[src/rtl/i2s_pkg.sv]
// Shared constants and types for the I2S transmitter slice.
// Defaults lock one stereo frame to the FM sample period of the mixer.
package i2s_pkg;

  localparam int CLK_JT_HZ     = 53_703_700;
  localparam int FS_DIV        = 864;
  localparam int DEF_IN_WIDTH  = 19;
  localparam int DEF_OUT_BITS  = 24;
  localparam int DEF_SLOT_BITS = 36;
  localparam int DEF_BCLK_HALF = 6;

  typedef struct packed {
    logic frame_start;
    logic overrun;
    logic underrun;
  } i2s_evt_t;

  // Two slots of SLOT_BITS bit clocks, each bit clock two half-periods.
  function automatic bit i2s_rate_ok(input int slot_bits, input int bclk_half);
    return (2 * slot_bits * 2 * bclk_half) == FS_DIV;
  endfunction

endpackage

[src/rtl/i2s_sat_scale.sv]
// Per-channel gain, saturation to the input range and justification to the
// I2S word width. Purely combinational.
module i2s_sat_scale #(
  parameter int IN_WIDTH = 19,
  parameter int OUT_BITS = 24,
  parameter int GAIN     = 0
) (
  input  logic signed [IN_WIDTH-1:0] din,
  output logic signed [OUT_BITS-1:0] dout
);

  // Four guard bits cover the largest allowed gain shift.
  localparam int WW = IN_WIDTH + 4;
  localparam logic signed [WW-1:0] MAXV = WW'((64'sd1 <<< (IN_WIDTH - 1)) - 64'sd1);
  localparam logic signed [WW-1:0] MINV = WW'(-(64'sd1 <<< (IN_WIDTH - 1)));

  logic signed [WW-1:0]       ext;
  logic signed [WW-1:0]       wide;
  logic signed [IN_WIDTH-1:0] g;

  always_comb begin
    ext  = {{4{din[IN_WIDTH-1]}}, din};
    wide = ext <<< GAIN;
    if (wide > MAXV) begin
      g = MAXV[IN_WIDTH-1:0];
    end else if (wide < MINV) begin
      g = MINV[IN_WIDTH-1:0];
    end else begin
      g = wide[IN_WIDTH-1:0];
    end
  end

  generate
    if (OUT_BITS == IN_WIDTH) begin : g_same
      assign dout = g;
    end else if (OUT_BITS > IN_WIDTH) begin : g_left
      assign dout = {g, {(OUT_BITS - IN_WIDTH){1'b0}}};
    end else begin : g_right
      logic signed [IN_WIDTH-1:0] sh;
      assign sh   = g >>> (IN_WIDTH - OUT_BITS);
      assign dout = sh[OUT_BITS-1:0];
    end
  endgenerate

endmodule

[src/rtl/i2s_tx.sv]
// Philips I2S transmitter: captures the mixer sample on the strobe's rising
// edge, double-buffers it and serialises a free-running BCLK/LRCLK/SDATA frame.
module i2s_tx
  import i2s_pkg::*;
#(
  parameter int IN_WIDTH    = DEF_IN_WIDTH,
  parameter int OUT_BITS    = DEF_OUT_BITS,
  parameter int SLOT_BITS   = DEF_SLOT_BITS,
  parameter int BCLK_HALF   = DEF_BCLK_HALF,
  parameter int GAIN        = 0,
  parameter bit RATE_LOCKED = 1'b1
) (
  input  logic                       clk_jt,
  input  logic                       rst,
  input  logic signed [IN_WIDTH-1:0] snd_left,
  input  logic signed [IN_WIDTH-1:0] snd_right,
  input  logic                       snd_sample,
  input  logic                       clr_flags,
  output logic                       i2s_bclk,
  output logic                       i2s_lrclk,
  output logic                       i2s_sdata,
  output logic                       frame_start,
  output logic                       overrun,
  output logic                       underrun,
  output logic                       ovr_sticky,
  output logic                       udr_sticky
);

  generate
    if (RATE_LOCKED && !i2s_rate_ok(SLOT_BITS, BCLK_HALF)) begin : g_rate_err
      $error("i2s_tx: frame period does not equal FS_DIV clk_jt cycles");
    end
    if (SLOT_BITS < OUT_BITS + 1 || BCLK_HALF < 2 || GAIN < 0 || GAIN > 4) begin : g_param_err
      $error("i2s_tx: illegal SLOT_BITS, BCLK_HALF or GAIN");
    end
  endgenerate

  localparam int HW = $clog2(BCLK_HALF);
  localparam int BW = $clog2(2 * SLOT_BITS);
  localparam logic [HW-1:0] HALF_LAST = HW'(BCLK_HALF - 1);
  localparam logic [BW-1:0] BIT_LAST  = BW'(2 * SLOT_BITS - 1);
  localparam logic [BW-1:0] SLOT_W    = BW'(SLOT_BITS);
  localparam logic [BW-1:0] OUT_W     = BW'(OUT_BITS);

  logic signed [OUT_BITS-1:0] scaled_l, scaled_r;
  logic [OUT_BITS-1:0]        pend_l, pend_r, word_l, word_r;
  logic                       pend_valid;
  logic                       snd_prev;
  logic [HW-1:0]              half_cnt;
  logic [BW-1:0]              bit_cnt;

  i2s_sat_scale #(.IN_WIDTH(IN_WIDTH), .OUT_BITS(OUT_BITS), .GAIN(GAIN)) u_scale_l (
    .din  (snd_left),
    .dout (scaled_l)
  );

  i2s_sat_scale #(.IN_WIDTH(IN_WIDTH), .OUT_BITS(OUT_BITS), .GAIN(GAIN)) u_scale_r (
    .din  (snd_right),
    .dout (scaled_r)
  );

  logic                rise, bclk_fall, load;
  logic [BW-1:0]       bit_nxt, pos;
  logic                lr_nxt, sd_nxt;
  logic [OUT_BITS-1:0] word_sel, word_sh;
  i2s_evt_t            evt;

  // Serial outputs are computed from the bit position being entered at the fall.
  always_comb begin
    rise      = snd_sample & ~snd_prev;
    bclk_fall = (half_cnt == HALF_LAST) & i2s_bclk;
    load      = bclk_fall & (bit_cnt == BIT_LAST);
    bit_nxt   = (bit_cnt == BIT_LAST) ? '0 : bit_cnt + 1'b1;
    lr_nxt    = (bit_nxt >= SLOT_W);
    pos       = lr_nxt ? bit_nxt - SLOT_W : bit_nxt;
    word_sel  = lr_nxt ? word_r : word_l;
    word_sh   = word_sel << (pos - 1'b1);
    sd_nxt    = 1'b0;
    if (pos >= BW'(1) && pos <= OUT_W) begin
      sd_nxt = word_sh[OUT_BITS-1];
    end
    evt.frame_start = load;
    evt.underrun    = load & ~pend_valid;
    evt.overrun     = rise & pend_valid & ~load;
  end

  always_ff @(posedge clk_jt) begin
    if (rst) begin
      snd_prev    <= 1'b0;
      half_cnt    <= '0;
      bit_cnt     <= '0;
      i2s_bclk    <= 1'b0;
      i2s_lrclk   <= 1'b0;
      i2s_sdata   <= 1'b0;
      pend_l      <= '0;
      pend_r      <= '0;
      pend_valid  <= 1'b0;
      word_l      <= '0;
      word_r      <= '0;
      frame_start <= 1'b0;
      overrun     <= 1'b0;
      underrun    <= 1'b0;
      ovr_sticky  <= 1'b0;
      udr_sticky  <= 1'b0;
    end else begin
      snd_prev <= snd_sample;
      if (half_cnt == HALF_LAST) begin
        half_cnt <= '0;
        i2s_bclk <= ~i2s_bclk;
      end else begin
        half_cnt <= half_cnt + 1'b1;
      end
      if (bclk_fall) begin
        bit_cnt   <= bit_nxt;
        i2s_lrclk <= lr_nxt;
        i2s_sdata <= sd_nxt;
      end
      // The load sees the pre-cycle pending state; a same-cycle capture stays pending.
      if (load && pend_valid) begin
        word_l <= pend_l;
        word_r <= pend_r;
      end
      if (rise) begin
        pend_l     <= scaled_l;
        pend_r     <= scaled_r;
        pend_valid <= 1'b1;
      end else if (load) begin
        pend_valid <= 1'b0;
      end
      frame_start <= evt.frame_start;
      overrun     <= evt.overrun;
      underrun    <= evt.underrun;
      ovr_sticky  <= evt.overrun  | (ovr_sticky & ~clr_flags);
      udr_sticky  <= evt.underrun | (udr_sticky & ~clr_flags);
    end
  end

endmodule

[config.mk]
export PLATFORM = sky130hd
export DESIGN_NAME = i2s_tx
export DESIGN_NICKNAME = d
export VERILOG_FILES = /design/src/rtl/i2s_pkg.sv /design/src/rtl/i2s_sat_scale.sv /design/src/rtl/i2s_tx.sv
export SDC_FILE = /design/constraint.sdc
export NUM_CORES = 1
export LEC_CHECK = 0
export BUFFER_PORTS_ARGS = -buffer_cell sky130_fd_sc_hd__buf_2
export CORE_MARGIN = 8
export CORE_UTILIZATION = 54
export CTS_CLUSTER_DIAMETER = 30
export DETAILED_ROUTE_END_ITERATION = 7
export PLACE_DENSITY = 0.77
export SYNTH_ARGS = -nofsm -noshare
export SYNTH_HDL_FRONTEND = slang
export SYNTH_HIERARCHICAL = 1
export SYNTH_SLANG_ARGS = --single-unit
[constraint.sdc]
create_clock -name clk_jt -period 2.97 [get_ports clk_jt]
set_input_delay 0.4455 -clock clk_jt [delete_from_list [all_inputs] [get_ports clk_jt]]
set_output_delay 0.4455 -clock clk_jt [all_outputs]
set_load 0.02 [all_outputs]
==> results of run 1 <==
-- flip-flops by register name, summed over array words and instances (netlist names), 3 cells and up --
register / count
word_r: 24
half_cnt: 3
pend_r: 24
word_l: 24
pend_l: 24
bit_cnt: 7
-- metal layers --
metal,part of all wire,global-route usage
met1,0.43,0.235
met2,0.50,0.334
met3,0.041,0.0546
met4,0.026,0.0963
met5,0,0
-- cell type report --
cell class,instances,area (um2),area share
multi-input combinational,480,2630,0.424
sequential,116,2330,0.377
timing repair buffer,77,474,0.0766
clock buffer,17,414,0.0669
tap,133,166,0.0269
clock inverter,15,145,0.0234
inverter,9,33.8,0.00546
-- cells in the mapped netlist, types with 2 or more instances --
cell                        count
sky130_fd_sc_hd__nand2_1      215
sky130_fd_sc_hd__o21ai_0       12
sky130_fd_sc_hd__and2_1         2
sky130_fd_sc_hd__mux2_2         5
sky130_fd_sc_hd__buf_2          3
sky130_fd_sc_hd__nor2b_1        3
sky130_fd_sc_hd__a211oi_1       9
sky130_fd_sc_hd__clkbuf_1      72
sky130_fd_sc_hd__buf_4         13
sky130_fd_sc_hd__o22a_1         2
sky130_fd_sc_hd__conb_1         2
sky130_fd_sc_hd__a21oi_2        2
sky130_fd_sc_hd__xor2_1         6
sky130_fd_sc_hd__buf_1          4
sky130_fd_sc_hd__a22oi_1        2
sky130_fd_sc_hd__xnor2_1        5
sky130_fd_sc_hd__o21a_1         2
sky130_fd_sc_hd__o311ai_0       3
sky130_fd_sc_hd__a21oi_1      110
sky130_fd_sc_hd__mux4_2         4
sky130_fd_sc_hd__o211ai_1       4
sky130_fd_sc_hd__nor3_1         8
sky130_fd_sc_hd__mux2i_1        8
sky130_fd_sc_hd__and3_1         2
sky130_fd_sc_hd__a2111oi_0      3
sky130_fd_sc_hd__nor2_1        22
sky130_fd_sc_hd__nand3b_1       2
sky130_fd_sc_hd__buf_6          3
sky130_fd_sc_hd__ha_1           7
sky130_fd_sc_hd__nand3_1        9
sky130_fd_sc_hd__a21o_1         4
sky130_fd_sc_hd__dfxtp_1      116
sky130_fd_sc_hd__inv_1          9
-- power breakdown --
group,total [uW],switching [uW],internal (uW)
clock network,1910,778,1130
registers,1620,23.2,1600
logic,141,87.2,54.1
total,3670,889,2780
-- metrics by stage --
step | hold slack, ns | util | std cells | instance area (um2)
detailed placement | 0.441 | 0.576 | 814 | 5560
finish | 0.159 | 0.642 | 847 | 6190
CTS | 0.146 | 0.638 | 846 | 6150
floorplan | 0.432 | - | 700 | 5360
global route | 0.149 | 0.642 | 847 | 6190
global placement | 0.433 | 0.576 | 814 | 5560
-- worst min path at each step --
stage,to
after floorplan,word_l[10]
after detailed placement,word_l[4]
after global placement,udr_sticky
final,pend_r[20]
after CTS,pend_r[12]
after global routing,pend_r[20]
-- critical path: cells and delay by family (launching register included) --
| kind | cells | cell delay (ns) |
|---|---|---|
| flip-flops | 1 | 0.38 |
| AND/OR/NAND/NOR | 4 | 0.38 |
| adder cells (fa/ha/maj) | 2 | 0.34 |
| AO/OA/AOI/OAI | 6 | 0.93 |
| buffers and inverters | 1 | 0.06 |
| multiplexers | 2 | 0.82 |
-- cell families after synthesis --
kind of cell             count (synthesis)
adder cells (fa/ha/maj)                  7
flip-flops                             116
XOR/XNOR                                11
other                                    2
AND/OR/NAND/NOR                        271
AO/OA/AOI/OAI                          163
multiplexers                            18
buffers and inverters                  104
-- timing repair --
| item | CTS | global route |
|---|---|---|
| setup endpoints to repair | 1 | 1 |
| resized for setup | 8 | 6 |
| cloned | 0 | 0 |
| setup buffers | 0 | 1 |
| pin swaps | 1 | 7 |
==> parameters.txt, run 1 <==
Parameter                              Value

CTS
  Total clock buffers created by CTS    17
  Hold Buf Count CTS    0
  Clk pin slew, worst setup/hold paths    0.06 ns
  Clock latency on the worst-skew pair    0.52 ns
  CTS tree    yes
  Largest buffer count on any clock path    2
  Number of sinks driven by the clock tree    116
  Root Buffer    sky130_fd_sc_hd__clkbuf_8
  H-tree level count    4

Synth
  Average cell area after synthesis    7.63 um2
  Cell taking the most area after synthesis    sky130_fd_sc_hd__dfxtp_1
  Yosys cell types    52
  Synthesized cell area    5280 um2
  Sequential share of the synthesized area    0.440
  Xor and xnor fraction of the mapped netlist area    0.0183
  Multiplexer share of the synthesized area    0.0457
  Yosys Warn Count    6
  Adder and majority gate portion of the synthesized area    0.0166
  Top cell type's share of synthesized area    0.440
  Count of flip-flops with a built-in enable after synthesis    0
  Main area contributors after synthesis    sky130_fd_sc_hd__dfxtp_1, sky130_fd_sc_hd__nand2_1, sky130_fd_sc_hd__a21oi_1, sky130_fd_sc_hd__clkbuf_1, sky130_fd_sc_hd__buf_4
  Synthesized-area fraction occupied by ao, oa, aoi and oai cells    0.181
  Most used flip-flop cell after synthesis    sky130_fd_sc_hd__dfxtp_1
  Post-Synth Simple-Gate Area    0.209
  Proportion of register bits with asynchronous set or reset after synthesis    0
  Cells after synthesis    692
  Dominant combinational cell family by area after synthesis    simple AND/OR/NAND/NOR gates
  Number of synthesized register bits    116

Setup path
  Critical path peak fanout    6
  Kind of launch point of the worst setup path    register
  End of the worst register-to-register path    i2s_sdata
  Req. time, crit path    3.38 ns
  Sort of element at the end of the critical path    register
  Worst Setup Path Type    register to register
  Cell breakdown of the critical path    ha_4, nand4b_4, nor2_4, nor2_4, inv_2, ha_4, nand3b_1, a21oi_2, mux2_4, a21oi_4, mux4_2, a221oi_2, a211oi_2, o2111ai_1, o21ai_1
  Last element of the critical path    i2s_sdata
  Data arrival, critical path    3.43 ns
  Delay of the slowest cell on the worst path    0.54 ns
  Startpoint of the worst register-to-register path    bit_cnt[1]
  Worst R2R Path Depth    15
  Worst reg-to-reg setup slack    -0.05 ns
  Setup crit start    bit_cnt[1]
  Cell with the biggest individual delay on the critical path    sky130_fd_sc_hd__mux4_2

Final layout
  Share of post-route cells with drive strength above 1    0.197
  Total Nets Final    750
  Growth of design area from synthesis to finish    17.3%
  Number of inserted diodes    0
  Fillers    837
  Commonest non-fill, non-tap cells in the layout    sky130_fd_sc_hd__nand2_1, sky130_fd_sc_hd__dfxtp_1, sky130_fd_sc_hd__a21oi_1
  Most common cell after layout, fill and taps aside    sky130_fd_sc_hd__nand2_1

Floorplan
  Effective utilization at floorplan    0.548
  # rows    36
  Horizontal die dimension    115 um
  Chip height    115 um
  Top-level port count    50
  Core area    9640 um2
  Die Outline Area    13200 um2

Routing
  Post-detailed-route DRC marker count    0
  Via total after detailed routing    4520
  Total wire length after detailed routing    12500 um
  First drt pass iteration count    4
  Initial DRC Count    344
  Wire length per cell after detailed routing    14.7 um
  DR vias/cell    5.34
  ANT nets after route    0

Worst hold path
  Hold depth    3
  Launch point of the worst hold path    snd_right[15]
  HP Class    input pin to register

Global route
  Antenna violations before repair    0
  Maximum number of pins on one net before global-route repair    67
  Grt ovf    0
  Wire length of the first global-routing pass    21000 um
  Number of global-route vias before repair    4498
  Overall global routing resource usage    0.201

STA
  Unrepaired setup endpoints after global routing    yes
  Number of failing setup endpoints in the final timing report    1
  Worst Max-Slew Pin Slew    0.689 ns
  Final Critical Period    3.02 ns
  Max Clock Freq    0.331 GHz
  Period utilization    1.02
  Final-report hold violation count    0
  Max-slew violation count    0
  Final Worst Setup Slack    -0.0506 ns
  Fin Setup TNS    -0.0506 ns
  Relative slew slack    0.536
  Worst clock skew on the final layout    0.00742 ns

Place
  IO Port Bufs    49
  Setup slack after placement    -0.0608 ns
  Routability-driven placement congestion ratio    0.869
  DPL Wire Length    8420 um

Power
  Worst supply voltage drop on vdd    471 uV
  Leakage    0.00241 uW
  Total power density per cell area    592 nW/um2
  Total design power    3670 uW

Run
  Reported max-cap violation count    0

Outcome
  Violated checks    setup timing
  Result of the run    complete, but fails checks
Note: power is estimated with default switching activity, not from simulation.
==> run 2: changes to the inputs <==
--- a/config.mk
+++ b/config.mk
@@ -11,6 +11,7 @@
 export CTS_CLUSTER_DIAMETER = 30
 export DETAILED_ROUTE_END_ITERATION = 7
 export PLACE_DENSITY = 0.77
+export SETUP_SLACK_MARGIN = 0.3
 export SYNTH_ARGS = -nofsm -noshare
 export SYNTH_HDL_FRONTEND = slang
 export SYNTH_HIERARCHICAL = 1
==> run 2 against run 1 <==
Net effect: the run now ends clean; flip-flop and latch count unchanged; combinational power about the same; register-to-register slack improved by 0.05 ns; sequential share of layout area about the same; maximum frequency increased by 1.8%; non-clock buffer count increased by 2; worst hold slack about the same; power increased by 3.1%; critical path depth unchanged; highest routed layer unchanged.
==> parameters.txt, run 2 (synthesis results as in run 1) <==
Parameter                              Value

Routing
  Initial DRC Count    290 (-16%)
  ANT nets after route    0 (unchanged)
  Met2 wire length    6060 um (-2.6%)
  First drt pass iteration count    6 (+2)
  Wire length per cell after detailed routing    14.5 um (-1.3%)
  Post-detailed-route DRC marker count    0 (unchanged)
  DR vias/cell    5.31 (-0.48%)
  Via total after detailed routing    4509 (-0.24%)
  WL met1    5430 um (+0.74%)
  Routed met3 length    590 um (+15%)
  Highest routed layer    met4
  Total wire length after detailed routing    12300 um (-1.0%)

CTS
  CTS tree    yes
  Total clock buffers created by CTS    17 (unchanged)
  Clk pin slew, worst setup/hold paths    0.06 ns (about the same)
  Root Buffer    sky130_fd_sc_hd__clkbuf_8
  Number of sinks driven by the clock tree    116 (unchanged)
  Largest buffer count on any clock path    2 (unchanged)
  Clock latency on the worst-skew pair    0.52 ns (about the same)
  H-tree level count    4 (unchanged)

Place
  Routability-driven placement congestion ratio    0.892 (+2.7%)
  Setup slack after placement    -0.0314 ns (+0.0295 ns)
  DPL Wire Length    8450 um (+0.44%)
  IO Port Bufs    49 (unchanged)

Final layout
  Growth of design area from synthesis to finish    17.2% (about the same)
  Commonest non-fill, non-tap cells in the layout    sky130_fd_sc_hd__nand2_1, sky130_fd_sc_hd__dfxtp_1, sky130_fd_sc_hd__a21oi_1
  Most common cell after layout, fill and taps aside    sky130_fd_sc_hd__nand2_1
  Number of inserted diodes    0 (unchanged)
  Area taken by multi-input logic gates    2600 um2 (-1.0%)
  Total Nets Final    752 (+0.27%)
  Fillers    853 (+1.9%)
  Share of post-route cells with drive strength above 1    0.193 (-0.00474)
  Flip-flop and latch area    2330 um2 (about the same)

Outcome
  Result of the run    complete, no violations

Setup path
  Startpoint of the worst register-to-register path    bit_cnt[0]
  End of the worst register-to-register path    i2s_sdata
  Worst reg-to-reg setup slack    0.004 ns (+0.05 ns)
  Sort of element at the end of the critical path    register
  Data arrival, critical path    3.36 ns (-0.07 ns)
  Req. time, crit path    3.37 ns (about the same)
  Kind of launch point of the worst setup path    register
  Setup crit start    bit_cnt[0]
  Worst R2R Path Depth    15 (unchanged)
  Worst Setup Path Type    register to register
  Critical path peak fanout    4 (-2)

Floorplan
  Horizontal die dimension    115 um (unchanged)
  Effective utilization at floorplan    0.548 (unchanged)
  Die Outline Area    13200 um2 (unchanged)
  Top-level port count    50 (unchanged)
  Chip height    115 um (unchanged)
  Core area    9640 um2 (unchanged)
  # rows    36 (unchanged)

Power
  Total power density per cell area    611 nW/um2 (+3.1%)
  Worst supply voltage drop on vdd    408 uV (-13%)
  Leakage    0.00243 uW (+0.86%)

Worst hold path
  HP Class    input pin to register
  Hold EP    pend_r[5]
  Hold depth    3 (unchanged)
  Launch point of the worst hold path    snd_right[0]

STA
  Period utilization    0.999 (-0.0184)
  Tightest hold margin    0.160 ns (+0.000408 ns)
  Final-report hold violation count    0 (unchanged)
  Worst Max-Slew Pin Slew    0.710 ns (+0.0206 ns)
  Fin Setup TNS    0 ns (+0.0506 ns)
  Max Clock Freq    0.337 GHz (+1.8%)
  Final Worst Setup Slack    0.00412 ns (+0.0547 ns)
  Relative slew slack    0.522 (-0.0139)
  Worst clock skew on the final layout    0.0179 ns (+0.0105 ns)
  Final Critical Period    2.97 ns (-0.0547 ns)
  Max-slew violation count    0 (unchanged)
  Number of failing setup endpoints in the final timing report    0 (-1)
  Unrepaired setup endpoints after global routing    yes

Run
  Reported max-cap violation count    0 (unchanged)

Global route
  Antenna violations before repair    0 (unchanged)
  Maximum number of pins on one net before global-route repair    69 (+3.0%)
  Grt ovf    0 (unchanged)
  Number of global-route vias before repair    4323 (-3.9%)
  Overall global routing resource usage    0.194 (-0.00630)
  Wire length of the first global-routing pass    20500 um (-2.6%)
==> run 2: layer usage <==
layer  vias up  global-route usage
li1       2279                   -
met1      2102               0.234
met2       108               0.322
met3        20              0.0473
met4         0              0.0867
met5         -                   0
==> run 2: metrics by stage <==
stage	cells	util	cell area [um2]	power [uW]
after floorplan	700	-	5360	1770
after global placement	815	0.576	5550	1790
after detailed placement	815	0.576	5550	1800
after CTS	849	0.641	6180	3800
after global routing	849	0.642	6190	3900
final	849	0.642	6190	3780
==> run 2: area by class of cell <==
type / instances / share of cell area
Inverter: 9 / 0.00546
Sequential cell: 116 / 0.376
Clock buffer: 17 / 0.0669
Multi-Input combinational cell: 480 / 0.420
Tap cell: 133 / 0.0269
Timing Repair Buffer: 79 / 0.0770
Clock inverter: 15 / 0.0273
==> run 2: worst max-delay path by stage <==
stage | end | slack [ns] | cells past startpoint
after floorplan | i2s_sdata | 0.01 | 16
after global placement | i2s_sdata | 0.06 | 13
after detailed placement | i2s_sdata | -0.03 | 14
after CTS | i2s_sdata | 0.05 | 14
after global routing | i2s_sdata | -0.19 | 15
final | i2s_sdata | 0.004 | 15
==> run 2: repair_timing <==
item / CTS / global route
setup endpoints to repair: 1 / 1
resized for setup: 6 / 2
setup buffers: 2 / 0
hold endpoints to repair: 0 / 0
hold buffers: 0 / 0
pin swaps: 1 / 0
==> run 2: worst max-delay path, stage by stage (launching register included) <==
cell and delay (ns):
sky130_fd_sc_hd__dfxtp_4 0.37, sky130_fd_sc_hd__ha_4 0.19, sky130_fd_sc_hd__nand4b_4 0.10, sky130_fd_sc_hd__nor2_4 0.05
sky130_fd_sc_hd__nor2_4 0.09, sky130_fd_sc_hd__inv_2 0.04, sky130_fd_sc_hd__ha_1 0.17, sky130_fd_sc_hd__nand3b_1 0.10
sky130_fd_sc_hd__a21oi_1 0.07, sky130_fd_sc_hd__mux2_4 0.28, sky130_fd_sc_hd__a21oi_4 0.21, sky130_fd_sc_hd__mux4_2 0.54
sky130_fd_sc_hd__a221oi_2 0.27, sky130_fd_sc_hd__a211oi_1 0.08, sky130_fd_sc_hd__o2111ai_1 0.18, sky130_fd_sc_hd__o21ai_1 0.09
==> run 2: power by group <==
part           internal [uW]  leakage (uW)  switching [uW]  total, uW
combinational           54.2       0.00121            87.4        142
sequential              1600      0.000945            23.2       1620
clock                   1210      0.000278             804       2020
total                   2870       0.00243             915       3780
